===== config.mk =====
export PLATFORM = sky130hd
export DESIGN_NAME = pcie_flr_tracker
export DESIGN_NICKNAME = d
export VERILOG_FILES = /design/src/rtl/pcie_flr_tracker.sv
export SDC_FILE = /design/constraint.sdc
export NUM_CORES = 1
export LEC_CHECK = 0
export ABC_AREA = 1
export CAP_MARGIN = 10
export CORE_UTILIZATION = 53
export DETAILED_ROUTE_END_ITERATION = 8
export GPL_TIMING_DRIVEN = 0
export PLACE_DENSITY = 0.73
export REMOVE_ABC_BUFFERS = 1
export SETUP_SLACK_MARGIN = 0.3
export SLEW_MARGIN = 30
export SYNTH_ARGS = -nofsm -noshare
export SYNTH_HDL_FRONTEND = slang
export SYNTH_SLANG_ARGS = --single-unit

===== constraint.sdc =====
create_clock -name avl_clk -period 5.35 [get_ports avl_clk]
set_clock_uncertainty 0.15 [all_clocks]
set_input_delay 1.07 -clock avl_clk [delete_from_list [all_inputs] [get_ports avl_clk]]
set_output_delay 1.07 -clock avl_clk [all_outputs]
set_load 0.02 [all_outputs]

===== src/rtl/pcie_flr_tracker.sv =====
// pcie_flr_tracker: tracks PF and VF function-level resets between the HIP and the FLR resync stage,
// forwarding requests, returning completions and self-completing FLRs whose watchdog expires.
//   avl_clk, rst_n              : clock and synchronous active-low reset
//   hip_flr_rcvd_*              : FLR requests from the HIP (PF levels, VF pulse with pf/vf number)
//   flr_rcvd_*                  : requests forwarded to the resync stage
//   fim_flr_completed_*         : completions returned by the resync stage
//   hip_flr_completed_*         : completions to the HIP, including watchdog self-completions
//   flr_timeout/ovf/spurious_err: sticky error flags
//   pending_vf_cnt              : number of occupied VF tracking-table entries
module pcie_flr_tracker #(
    parameter int NUM_PF         = 1,
    parameter int MAX_PENDING    = 4,
    parameter int TIMEOUT_CYCLES = 65535
) (
    input  logic                               avl_clk,
    input  logic                               rst_n,
    input  logic [7:0]                         hip_flr_rcvd_pf,
    input  logic                               hip_flr_rcvd_vf,
    input  logic [2:0]                         hip_flr_rcvd_pf_num,
    input  logic [10:0]                        hip_flr_rcvd_vf_num,
    output logic [7:0]                         flr_rcvd_pf,
    output logic                               flr_rcvd_vf,
    output logic [2:0]                         flr_rcvd_pf_num,
    output logic [10:0]                        flr_rcvd_vf_num,
    input  logic [7:0]                         fim_flr_completed_pf,
    input  logic                               fim_flr_completed_vf,
    input  logic [2:0]                         fim_flr_completed_pf_num,
    input  logic [10:0]                        fim_flr_completed_vf_num,
    output logic [7:0]                         hip_flr_completed_pf,
    output logic                               hip_flr_completed_vf,
    output logic [2:0]                         hip_flr_completed_pf_num,
    output logic [10:0]                        hip_flr_completed_vf_num,
    output logic                               flr_timeout_err,
    output logic                               flr_ovf_err,
    output logic                               flr_spurious_err,
    output logic [$clog2(MAX_PENDING+1)-1:0]   pending_vf_cnt
);
    localparam int          CW      = $clog2(MAX_PENDING + 1);
    localparam logic [7:0]  PF_MASK = 8'((1 << NUM_PF) - 1);
    localparam logic [15:0] TMAX    = 16'(TIMEOUT_CYCLES);

    logic [7:0]             pf_m;
    logic [7:0]             pf_lvl_q;
    logic [7:0]             pf_pend_q, pf_pend_d;
    logic [15:0]            pf_timer_q [8];
    logic [15:0]            pf_timer_d [8];
    logic [MAX_PENDING-1:0] ent_valid_q, ent_valid_d;
    logic [2:0]             ent_pf_q [MAX_PENDING];
    logic [2:0]             ent_pf_d [MAX_PENDING];
    logic [10:0]            ent_vf_q [MAX_PENDING];
    logic [10:0]            ent_vf_d [MAX_PENDING];
    logic [15:0]            ent_timer_q [MAX_PENDING];
    logic [15:0]            ent_timer_d [MAX_PENDING];
    logic [7:0]             fwd_pf_q;
    logic                   fwd_vf_q, fwd_vf_d;
    logic [2:0]             fwd_pf_num_q, fwd_pf_num_d;
    logic [10:0]            fwd_vf_num_q, fwd_vf_num_d;
    logic [7:0]             cmpl_pf_q, cmpl_pf_d;
    logic                   cmpl_vf_q, cmpl_vf_d;
    logic [2:0]             cmpl_pf_num_q, cmpl_pf_num_d;
    logic [10:0]            cmpl_vf_num_q, cmpl_vf_num_d;
    logic                   timeout_err_q, timeout_err_d;
    logic                   ovf_err_q, ovf_err_d;
    logic                   spurious_err_q, spurious_err_d;
    logic [CW-1:0]          cnt_q, cnt_d;
    logic                   vf_hit, vf_dup, vf_placed;

    always_comb begin
        pf_m           = hip_flr_rcvd_pf & PF_MASK;
        pf_pend_d      = pf_pend_q;
        pf_timer_d     = pf_timer_q;
        cmpl_pf_d      = '0;
        timeout_err_d  = timeout_err_q;
        ovf_err_d      = ovf_err_q;
        spurious_err_d = spurious_err_q;
        for (int i = 0; i < 8; i++) begin
            if (pf_pend_q[i]) begin
                // A FIM completion in the expiry cycle wins and is not counted as a timeout.
                if (fim_flr_completed_pf[i] || pf_timer_q[i] == TMAX) begin
                    pf_pend_d[i]  = 1'b0;
                    cmpl_pf_d[i]  = 1'b1;
                    timeout_err_d = timeout_err_d | !fim_flr_completed_pf[i];
                end else begin
                    pf_timer_d[i] = pf_timer_q[i] + 16'd1;
                end
            end else begin
                spurious_err_d = spurious_err_d | fim_flr_completed_pf[i];
                if (pf_m[i] && !pf_lvl_q[i]) begin
                    pf_pend_d[i]  = 1'b1;
                    pf_timer_d[i] = '0;
                end
            end
        end
        ent_valid_d   = ent_valid_q;
        ent_pf_d      = ent_pf_q;
        ent_vf_d      = ent_vf_q;
        ent_timer_d   = ent_timer_q;
        cmpl_vf_d     = 1'b0;
        cmpl_pf_num_d = '0;
        cmpl_vf_num_d = '0;
        fwd_vf_d      = 1'b0;
        fwd_pf_num_d  = '0;
        fwd_vf_num_d  = '0;
        vf_hit        = 1'b0;
        vf_dup        = 1'b0;
        vf_placed     = 1'b0;
        cnt_d         = '0;
        for (int e = 0; e < MAX_PENDING; e++)
            if (ent_valid_q[e] && ent_timer_q[e] != TMAX)
                ent_timer_d[e] = ent_timer_q[e] + 16'd1;
        // Duplicates are never allocated, so a FIM completion matches at most one entry.
        for (int e = 0; e < MAX_PENDING; e++)
            if (fim_flr_completed_vf && ent_valid_q[e] && ent_pf_q[e] == fim_flr_completed_pf_num &&
                ent_vf_q[e] == fim_flr_completed_vf_num) begin
                ent_valid_d[e] = 1'b0;
                vf_hit         = 1'b1;
            end
        if (vf_hit) begin
            cmpl_vf_d     = 1'b1;
            cmpl_pf_num_d = fim_flr_completed_pf_num;
            cmpl_vf_num_d = fim_flr_completed_vf_num;
        end
        spurious_err_d = spurious_err_d | (fim_flr_completed_vf & !vf_hit);
        // One HIP VF completion per cycle; expired entries that lose stay saturated and retry.
        for (int e = 0; e < MAX_PENDING; e++)
            if (!cmpl_vf_d && ent_valid_q[e] && ent_timer_q[e] == TMAX) begin
                ent_valid_d[e] = 1'b0;
                cmpl_vf_d      = 1'b1;
                cmpl_pf_num_d  = ent_pf_q[e];
                cmpl_vf_num_d  = ent_vf_q[e];
                timeout_err_d  = 1'b1;
            end
        // Duplicate and free-slot checks see the table after this cycle's clears.
        for (int e = 0; e < MAX_PENDING; e++)
            if (ent_valid_d[e] && ent_pf_d[e] == hip_flr_rcvd_pf_num && ent_vf_d[e] == hip_flr_rcvd_vf_num)
                vf_dup = 1'b1;
        for (int e = 0; e < MAX_PENDING; e++)
            if (hip_flr_rcvd_vf && !vf_dup && !vf_placed && !ent_valid_d[e]) begin
                ent_valid_d[e] = 1'b1;
                ent_pf_d[e]    = hip_flr_rcvd_pf_num;
                ent_vf_d[e]    = hip_flr_rcvd_vf_num;
                ent_timer_d[e] = '0;
                vf_placed      = 1'b1;
                fwd_vf_d       = 1'b1;
                fwd_pf_num_d   = hip_flr_rcvd_pf_num;
                fwd_vf_num_d   = hip_flr_rcvd_vf_num;
            end
        ovf_err_d = ovf_err_d | (hip_flr_rcvd_vf & !vf_dup & !vf_placed);
        for (int e = 0; e < MAX_PENDING; e++)
            cnt_d = cnt_d + CW'(ent_valid_d[e]);
    end

    always_ff @(posedge avl_clk) begin
        // The level history follows the input even in reset, so levels high at release are not edges.
        pf_lvl_q <= pf_m;
        if (!rst_n) begin
            pf_pend_q      <= '0;
            pf_timer_q     <= '{default: '0};
            ent_valid_q    <= '0;
            ent_pf_q       <= '{default: '0};
            ent_vf_q       <= '{default: '0};
            ent_timer_q    <= '{default: '0};
            fwd_pf_q       <= '0;
            fwd_vf_q       <= 1'b0;
            fwd_pf_num_q   <= '0;
            fwd_vf_num_q   <= '0;
            cmpl_pf_q      <= '0;
            cmpl_vf_q      <= 1'b0;
            cmpl_pf_num_q  <= '0;
            cmpl_vf_num_q  <= '0;
            timeout_err_q  <= 1'b0;
            ovf_err_q      <= 1'b0;
            spurious_err_q <= 1'b0;
            cnt_q          <= '0;
        end else begin
            pf_pend_q      <= pf_pend_d;
            pf_timer_q     <= pf_timer_d;
            ent_valid_q    <= ent_valid_d;
            ent_pf_q       <= ent_pf_d;
            ent_vf_q       <= ent_vf_d;
            ent_timer_q    <= ent_timer_d;
            fwd_pf_q       <= pf_m;
            fwd_vf_q       <= fwd_vf_d;
            fwd_pf_num_q   <= fwd_pf_num_d;
            fwd_vf_num_q   <= fwd_vf_num_d;
            cmpl_pf_q      <= cmpl_pf_d;
            cmpl_vf_q      <= cmpl_vf_d;
            cmpl_pf_num_q  <= cmpl_pf_num_d;
            cmpl_vf_num_q  <= cmpl_vf_num_d;
            timeout_err_q  <= timeout_err_d;
            ovf_err_q      <= ovf_err_d;
            spurious_err_q <= spurious_err_d;
            cnt_q          <= cnt_d;
        end
    end

    assign flr_rcvd_pf              = fwd_pf_q;
    assign flr_rcvd_vf              = fwd_vf_q;
    assign flr_rcvd_pf_num          = fwd_pf_num_q;
    assign flr_rcvd_vf_num          = fwd_vf_num_q;
    assign hip_flr_completed_pf     = cmpl_pf_q;
    assign hip_flr_completed_vf     = cmpl_vf_q;
    assign hip_flr_completed_pf_num = cmpl_pf_num_q;
    assign hip_flr_completed_vf_num = cmpl_vf_num_q;
    assign flr_timeout_err          = timeout_err_q;
    assign flr_ovf_err              = ovf_err_q;
    assign flr_spurious_err         = spurious_err_q;
    assign pending_vf_cnt           = cnt_q;
endmodule


=== Yosys cells after proc, flatten, opt, wreduce, memory -nomap -nowiden ===
Index checks and enable logic that the tools add are counted.

* Register bits: 313
* Output and inout bits: 52
* Input port bits: 48

* Mux-type cells: 96
* Bitwise operators: 29
* $add $sub $neg: 15
* Equality and inequality tests: 33
* Reductions and logical operators: 93

{| class="wikitable"
|+ Operators with widths
! cell !! count
|-
| adder 16 x 1 -> 16 bit, second input constant || 12
|-
| equality test 16 bit, second input constant || 12
|-
| 2-to-1 mux 11 bit || 9
|-
| equality test 11 bit || 8
|-
| 2-to-1 mux 1 bit || 75
|-
| != test 16 bit, second input constant || 4
|-
| 2-to-1 mux 16 bit || 3
|-
| logical AND 1 bit || 41
|-
| AND reduction 2 bit || 16
|-
| 2-to-1 mux 3 bit || 9
|-
| equality test 3 bit || 8
|-
| zero test 1 bit || 23
|-
| OR 1 bit || 18
|-
| logical OR 1 bit || 8
|-
| inverter 1 bit || 8
|-
| OR reduction 2 bit || 4
|-
| adder 2 x 1 -> 3 bit || 1
|-
| adder 3 x 1 -> 3 bit || 1
|-
| AND 1 bit || 3
|-
| adder 1 x 1 -> 2 bit || 1
|-
| != test 2 bit, second input constant || 1
|-
| nonzero test 2 bit || 1
|}

=== Logic depth before layout (Yosys ltp) ===
* Word-level depth: 46
* Gate-level depth with buffers: 22
* Mapped depth without buffers: 22

=== Worst setup path before layout ===
OpenSTA, ideal clock, no wires.

* Kind: input-to-reg
* From: input fim_flr_completed_vf_num[10]
* To: register cnt_q[1] (netlist: pending_vf_cnt[1])
* Path buffers: 3
* Data arrival time: 3.736 ns
* Setup slack: 1.354 ns
* Stages: 19
* Required time: 5.090 ns
* Cell sequence: buf_2 > xnor2_1 > nand3_1 > nor2_1 > nand2_1 > nand2_2 > nor2_8 > nand3_1 > nor2_1 > nand2_1 > buf_2 > nand2_1 > clkbuf_1 > nand2_1 > fa_1 > ha_1 > ha_1 > nand2_1 > inv_1

* Cells in the longest elaborated chain, start to end: 43

{| class="wikitable"
|+ Ends and longest elaborated chain
! item !! RTL line !! text
|-
| start: declaration || 28 || <nowiki>input logic [10:0] fim_flr_completed_vf_num,</nowiki>
|-
| equality test 11 bit || 114 || <nowiki>ent_vf_q[e] == fim_flr_completed_vf_num) begin</nowiki>
|-
| logical AND 1 bit || 113 || <nowiki>if (fim_flr_completed_vf && ent_valid_q[e] && ent_pf_q[e] == fim_flr_completed_pf_num &&</nowiki>
|-
| 2-to-1 mux 1 bit (4 in a row) || 113 ||
|-
| 2-to-1 mux 1 bit || 118 || <nowiki>if (vf_hit) begin</nowiki>
|-
| zero test 1 bit || 126 || <nowiki>if (!cmpl_vf_d && ent_valid_q[e] && ent_timer_q[e] == TMAX) begin</nowiki>
|-
| logical AND 1 bit (2 in a row) || 126 ||
|-
| 2-to-1 mux 1 bit || 126 ||
|-
| zero test 1 bit || 126 ||
|-
| [23 not listed] || n/a ||
|-
| logical AND 1 bit (2 in a row) || 138 || <nowiki>if (hip_flr_rcvd_vf && !vf_dup && !vf_placed && !ent_valid_d[e]) begin</nowiki>
|-
| 2-to-1 mux 1 bit || 138 ||
|-
| zero test 1 bit || 138 ||
|-
| logical AND 1 bit (2 in a row) || 138 ||
|-
| 2-to-1 mux 1 bit (*) || 138 ||
|-
| via ent_valid_d[3] || 47 || <nowiki>logic [MAX_PENDING-1:0] ent_valid_q, ent_valid_d;</nowiki>
|-
| adder 3 x 1 -> 3 bit (*) || 150 || <nowiki>cnt_d = cnt_d + CW'(ent_valid_d[e]);</nowiki>
|-
| via cnt_d[1] || 65 || <nowiki>logic [CW-1:0] cnt_q, cnt_d;</nowiki>
|-
| end signal: assignment || 193 || <nowiki>cnt_q <= cnt_d;</nowiki>
|-
| end: declaration || 65 ||
|}

The timed path passes the listed nets; every way through them passes the cells marked *.
A chain may end at the register's enable or synchronous reset.

=== Final worst setup path ===
* From: input fim_flr_completed_vf
* To: register cnt_q[1] (netlist: pending_vf_cnt[1])

* Cells in the longest elaborated chain, start to end: 44

{| class="wikitable"
|+ Ends and longest elaborated chain
! item !! RTL line !! text
|-
| start: declaration || 26 || <nowiki>input logic fim_flr_completed_vf,</nowiki>
|-
| logical AND 1 bit (3 in a row) || 113 ||
|-
| 2-to-1 mux 1 bit (4 in a row) || 113 ||
|-
| 2-to-1 mux 1 bit || 118 ||
|-
| zero test 1 bit || 126 ||
|-
| logical AND 1 bit (2 in a row) || 126 ||
|-
| 2-to-1 mux 1 bit || 126 ||
|-
| zero test 1 bit || 126 ||
|-
| logical AND 1 bit (2 in a row) || 126 ||
|-
| [21 not listed] || n/a ||
|-
| logical AND 1 bit (2 in a row) || 138 ||
|-
| 2-to-1 mux 1 bit || 138 ||
|-
| zero test 1 bit || 138 ||
|-
| logical AND 1 bit (2 in a row) || 138 ||
|-
| 2-to-1 mux 1 bit (*) || 138 ||
|-
| via ent_valid_d[3] || 47 ||
|-
| adder 3 x 1 -> 3 bit (*) || 150 ||
|-
| via cnt_d[1] || 65 ||
|}

Marks and branches as above.

==> reports/metrics.cfg <==
[finish]
nNetsFinal=2301
syn_to_final_growth_pct=14.6
drive_gt1_share_pct=6.05
fin_cells=2642
final_util_pct=62.2
n_antenna_cell=0
fillers=2610

[clocking]
post_cts_buffers=0
htreeDepth=2
cts.sinks=306
cts_buffers=35
ctsHoldBuffers=0
path_clk_slew_ns=0.06
clockBufferDepth=3
cts_tree=yes
clk_latency_ns=0.53
cts-root-buf=clkbuf_16

[logic_synthesis]
avgSynthCellArea_sq_um=6.95
synth_xor_area_share_pct=3.81
yosys.area_share.simple_pct=29.8
synth.yosys.seq_area_share_pct=40.4
synth_fa_ha_area_share_pct=1.29
syn_area_sq_um=15200
synth.distinct_cells=53
synth_compound_area_share_pct=14.7
yosysWarnings=0
synthMuxAreaShare_pct=0.132
synth_top_family_by_area=simple AND/OR/NAND/NOR gates
ys_seq_elements=306
synth_cells=2180

[worst_setup_path]
arrival_ns=5.23
crit_type=in2reg
cp_cell_sequence=clkdlybuf4s50_1 > nand2_1 > inv_1 > nand2_1 > nor2_1 > nand2_1 > nor2_1 > nand2_1 > nand2_2 > nor2_8 > nand3_1 > nor2_4 > nand2_4 > nand3_2 > nand3_4 > nor2_4 > nand2_2 > nand2_1 > fa_1 > ha_1 > ha_1 > nand2_1 > inv_1
worstPathRequired_ns=5.62
critPathLaunchType=input pin
critical_path.max_stage_delay_ns=0.73
critical_path_peak_fanout=18
cp-end-kind=flop
critPathSlowestCell=clkdlybuf4s50_1
cpMostUsedCell=nand2_1

[run]
maxCapViolCount=0

[routing]
first_pass_iters=6
drt_iter0_markers=1182
vias=14400
vias_per_cell=5.43
drt_wl_total_um=40200
antenna_left=0
post-route-drc-count=0
drt-wirelength-per-cell_um=15.2

[power_and_ir_drop]
p_clk_share_pct=46.3
p_leak_nw=6.73
netSwitchingFraction_pct=23.9
internal_power_mw=3.79
power_density_nw_per_um2=286
ir_drop_v=0.000274
combinationalPowerShare_pct=6.8
p_seq_share_pct=46.9
report.power.total_mw=4.98
p_sw_mw=1.19

[placement]
dp_cells=2578
gp_congestion=0.992
place_hpwl_um=27900
port_buffers=85

[sta]
worst_slew_pin_slew_ns=0.886
tns_ns=0
whs_ns=0.301
slew_headroom_pct=40.4
maxSlewViolCount=0
finalSetupViolations=0
hold_viol_final=0
min_period_ns=4.96
max_freq_ghz=0.202
rsz0062_at_grt=no
period_share_pct=92.7

[floorplanning]
coreArea_sq_um=27900
fp-row-count=61
ioPinCount=100
initial_utilization_pct=54.3
die_w_um=171
die_area_sq_um=29300
die_h_um=171

[global_route]
grt_overflow=0
grt_max_degree=116
grt_pass1_vias=13200
grt_pass1_wl_um=64100
antenna_found_initial=0
grt_usage_pct=27.4

[min_path]
hold_path.class=reg2reg

[outcome]
status=completed

[through the flow]
step | cell area, sq um | setup slack, ns
6_report | 17400 | 0.390
5_1_grt | 17400 | 0.305
4_1_cts | 17400 | 0.317
3_5_place_dp | 16200 | -0.526
3_3_place_gp | 16200 | -4.80
2_1_floorplan | 14800 | 0.903
[repair_timing]
action	CTS	global route
pin swaps	0	1
endpoints found under the hold margin	0	0
cloned	0	1
setup endpoints to repair	3	3
resized for setup	3	4
[cell usage in the layout (no fill, tap or decap), types with 4 or more instances in the layout]
cell / netlist / final
clkbuf_1: 39 / 10
nand2_4: 2 / 5
inv_1: 286 / 285
clkinv_2: 0 / 5
a221oi_1: 6 / 6
dfxtp_1: 306 / 306
nand3_2: 6 / 5
nand3_1: 114 / 114
nor2_4: 3 / 4
or2_2: 11 / 11
nor2_2: 11 / 11
clkbuf_8: 0 / 9
conb_1: 1 / 7
nand4_1: 31 / 31
ha_1: 14 / 14
o21ai_0: 127 / 127
nor3_1: 69 / 69
o21a_1: 11 / 11
a31oi_1: 6 / 6
nor4_1: 18 / 18
clkbuf_16: 0 / 36
o22ai_1: 28 / 28
o21ai_1: 15 / 15
clkdlybuf4s50_1: 0 / 84
xnor2_1: 30 / 30
nor3b_1: 26 / 26
nand2_1: 404 / 401
a21oi_1: 174 / 174
xor2_1: 36 / 36
nand2_2: 12 / 13
nor2_1: 289 / 288
a211oi_1: 5 / 5
inv_2: 19 / 19
o211a_1: 7 / 7
and3_1: 7 / 7
o221ai_1: 11 / 11
[logic make-up (layout without fill, tap and decap cells)]
group | count (synthesis) | in the layout
XOR/XNOR | 66 | 66
flip-flops | 306 | 306
buffers and inverters | 379 | 456
AO/OA/AOI/OAI | 399 | 399
AND/OR/NAND/NOR | 1012 | 1013
multiplexers | 2 | 2
other | 1 | 7
adder cells (fa/ha/maj) | 15 | 15
[power by group through the flow]
stage / Sequential [mW] / Combinational [mW] / Clock, mW
after global routing: 2.33 / 0.369 / 2.45
after CTS: 2.33 / 0.333 / 2.35
after detailed placement: 2.38 / 0.331 / 0
final: 2.33 / 0.339 / 2.30
after floorplan: 2.39 / 0.167 / 0
after global placement: 2.38 / 0.337 / 0
[state kept, by name (all words and copies together), names as in the netlist, 3 cells and up]
signal	cells
ent_vf_q	44
hip_flr_completed_pf	8
ent_timer_q	64
pf_pend_q	8
ent_pf_q	12
flr_rcvd_vf_num	11
hip_flr_completed_vf_num	11
pending_vf_cnt	3
ent_valid_q	4
pf_timer_q	128
hip_flr_completed_pf_num	3
flr_rcvd_pf_num	3
[cell type report]
| class | count | area (sq um) | area share, % |
|---|---|---|---|
| clock buffers | 55 | 1060 | 6.11 |
| clock inverters | 8 | 57.6 | 0.331 |
| inverters | 306 | 1150 | 6.62 |
| multi-input cells | 1502 | 7610 | 43.8 |
| flip-flops and latches | 306 | 6130 | 35.2 |
| well taps | 378 | 473 | 2.72 |
| repair buffers | 87 | 903 | 5.20 |
[cell usage after synthesis (all sizes together)]
cell type / n / area, sq um
a211oi: 5 / 37.5
a21oi: 174 / 871
a221oi: 6 / 52.6
a31o: 1 / 8.76
a31oi: 6 / 37.5
a41oi: 1 / 8.76
and3: 7 / 43.8
buf: 34 / 198
clkbuf: 39 / 146
clkinv: 1 / 3.75
conb: 1 / 3.75
dfxtp: 306 / 6130
fa: 1 / 20.0
ha: 14 / 175
inv: 305 / 1140
mux2i: 2 / 20.0
nand2: 418 / 1610
nand3: 121 / 648
nand4: 33 / 236
nor2: 305 / 1230
nor3: 70 / 355
nor3b: 26 / 195
nor4: 18 / 113
o211a: 7 / 70.1
o211ai: 1 / 7.51
o21a: 11 / 82.6
o21ai: 144 / 736
o21bai: 2 / 15.0
o221a: 1 / 11.3
o221ai: 11 / 96.3
o22ai: 28 / 175
o31ai: 1 / 12.5
or2: 11 / 68.8
or3: 2 / 12.5
or4: 1 / 7.51
xnor2: 30 / 263
xor2: 36 / 315
[worst paths after layout]
path / to / from / slack, ns / cells past startpoint
setup / recovery: pending_vf_cnt[1] / fim_flr_completed_vf / 0.39 / 23
hold / removal: pf_timer_q[72] / pf_timer_q[72] / 0.30 / 1
setup reg to reg: pending_vf_cnt[1] / ent_vf_q[35] / 1.29 / 21
hold reg to reg: pf_timer_q[72] / pf_timer_q[72] / 0.30 / 1
[layer usage]
layer	global-route usage, %	up-vias	wire, um
met4	10.6	0	1280
met2	46.5	504	18400
li1	-	7200	-
met3	3.77	88	2950
met1	35.1	6564	17600
met5	0	-	0
[critical path, delay by kind of cell]
family,cells,cell delay [ns]
and+or+nand+nor,17,2.42
adders and majority gates,3,0.92
buffers and inverters,3,0.83
Power figures use the tool's default switching activity.
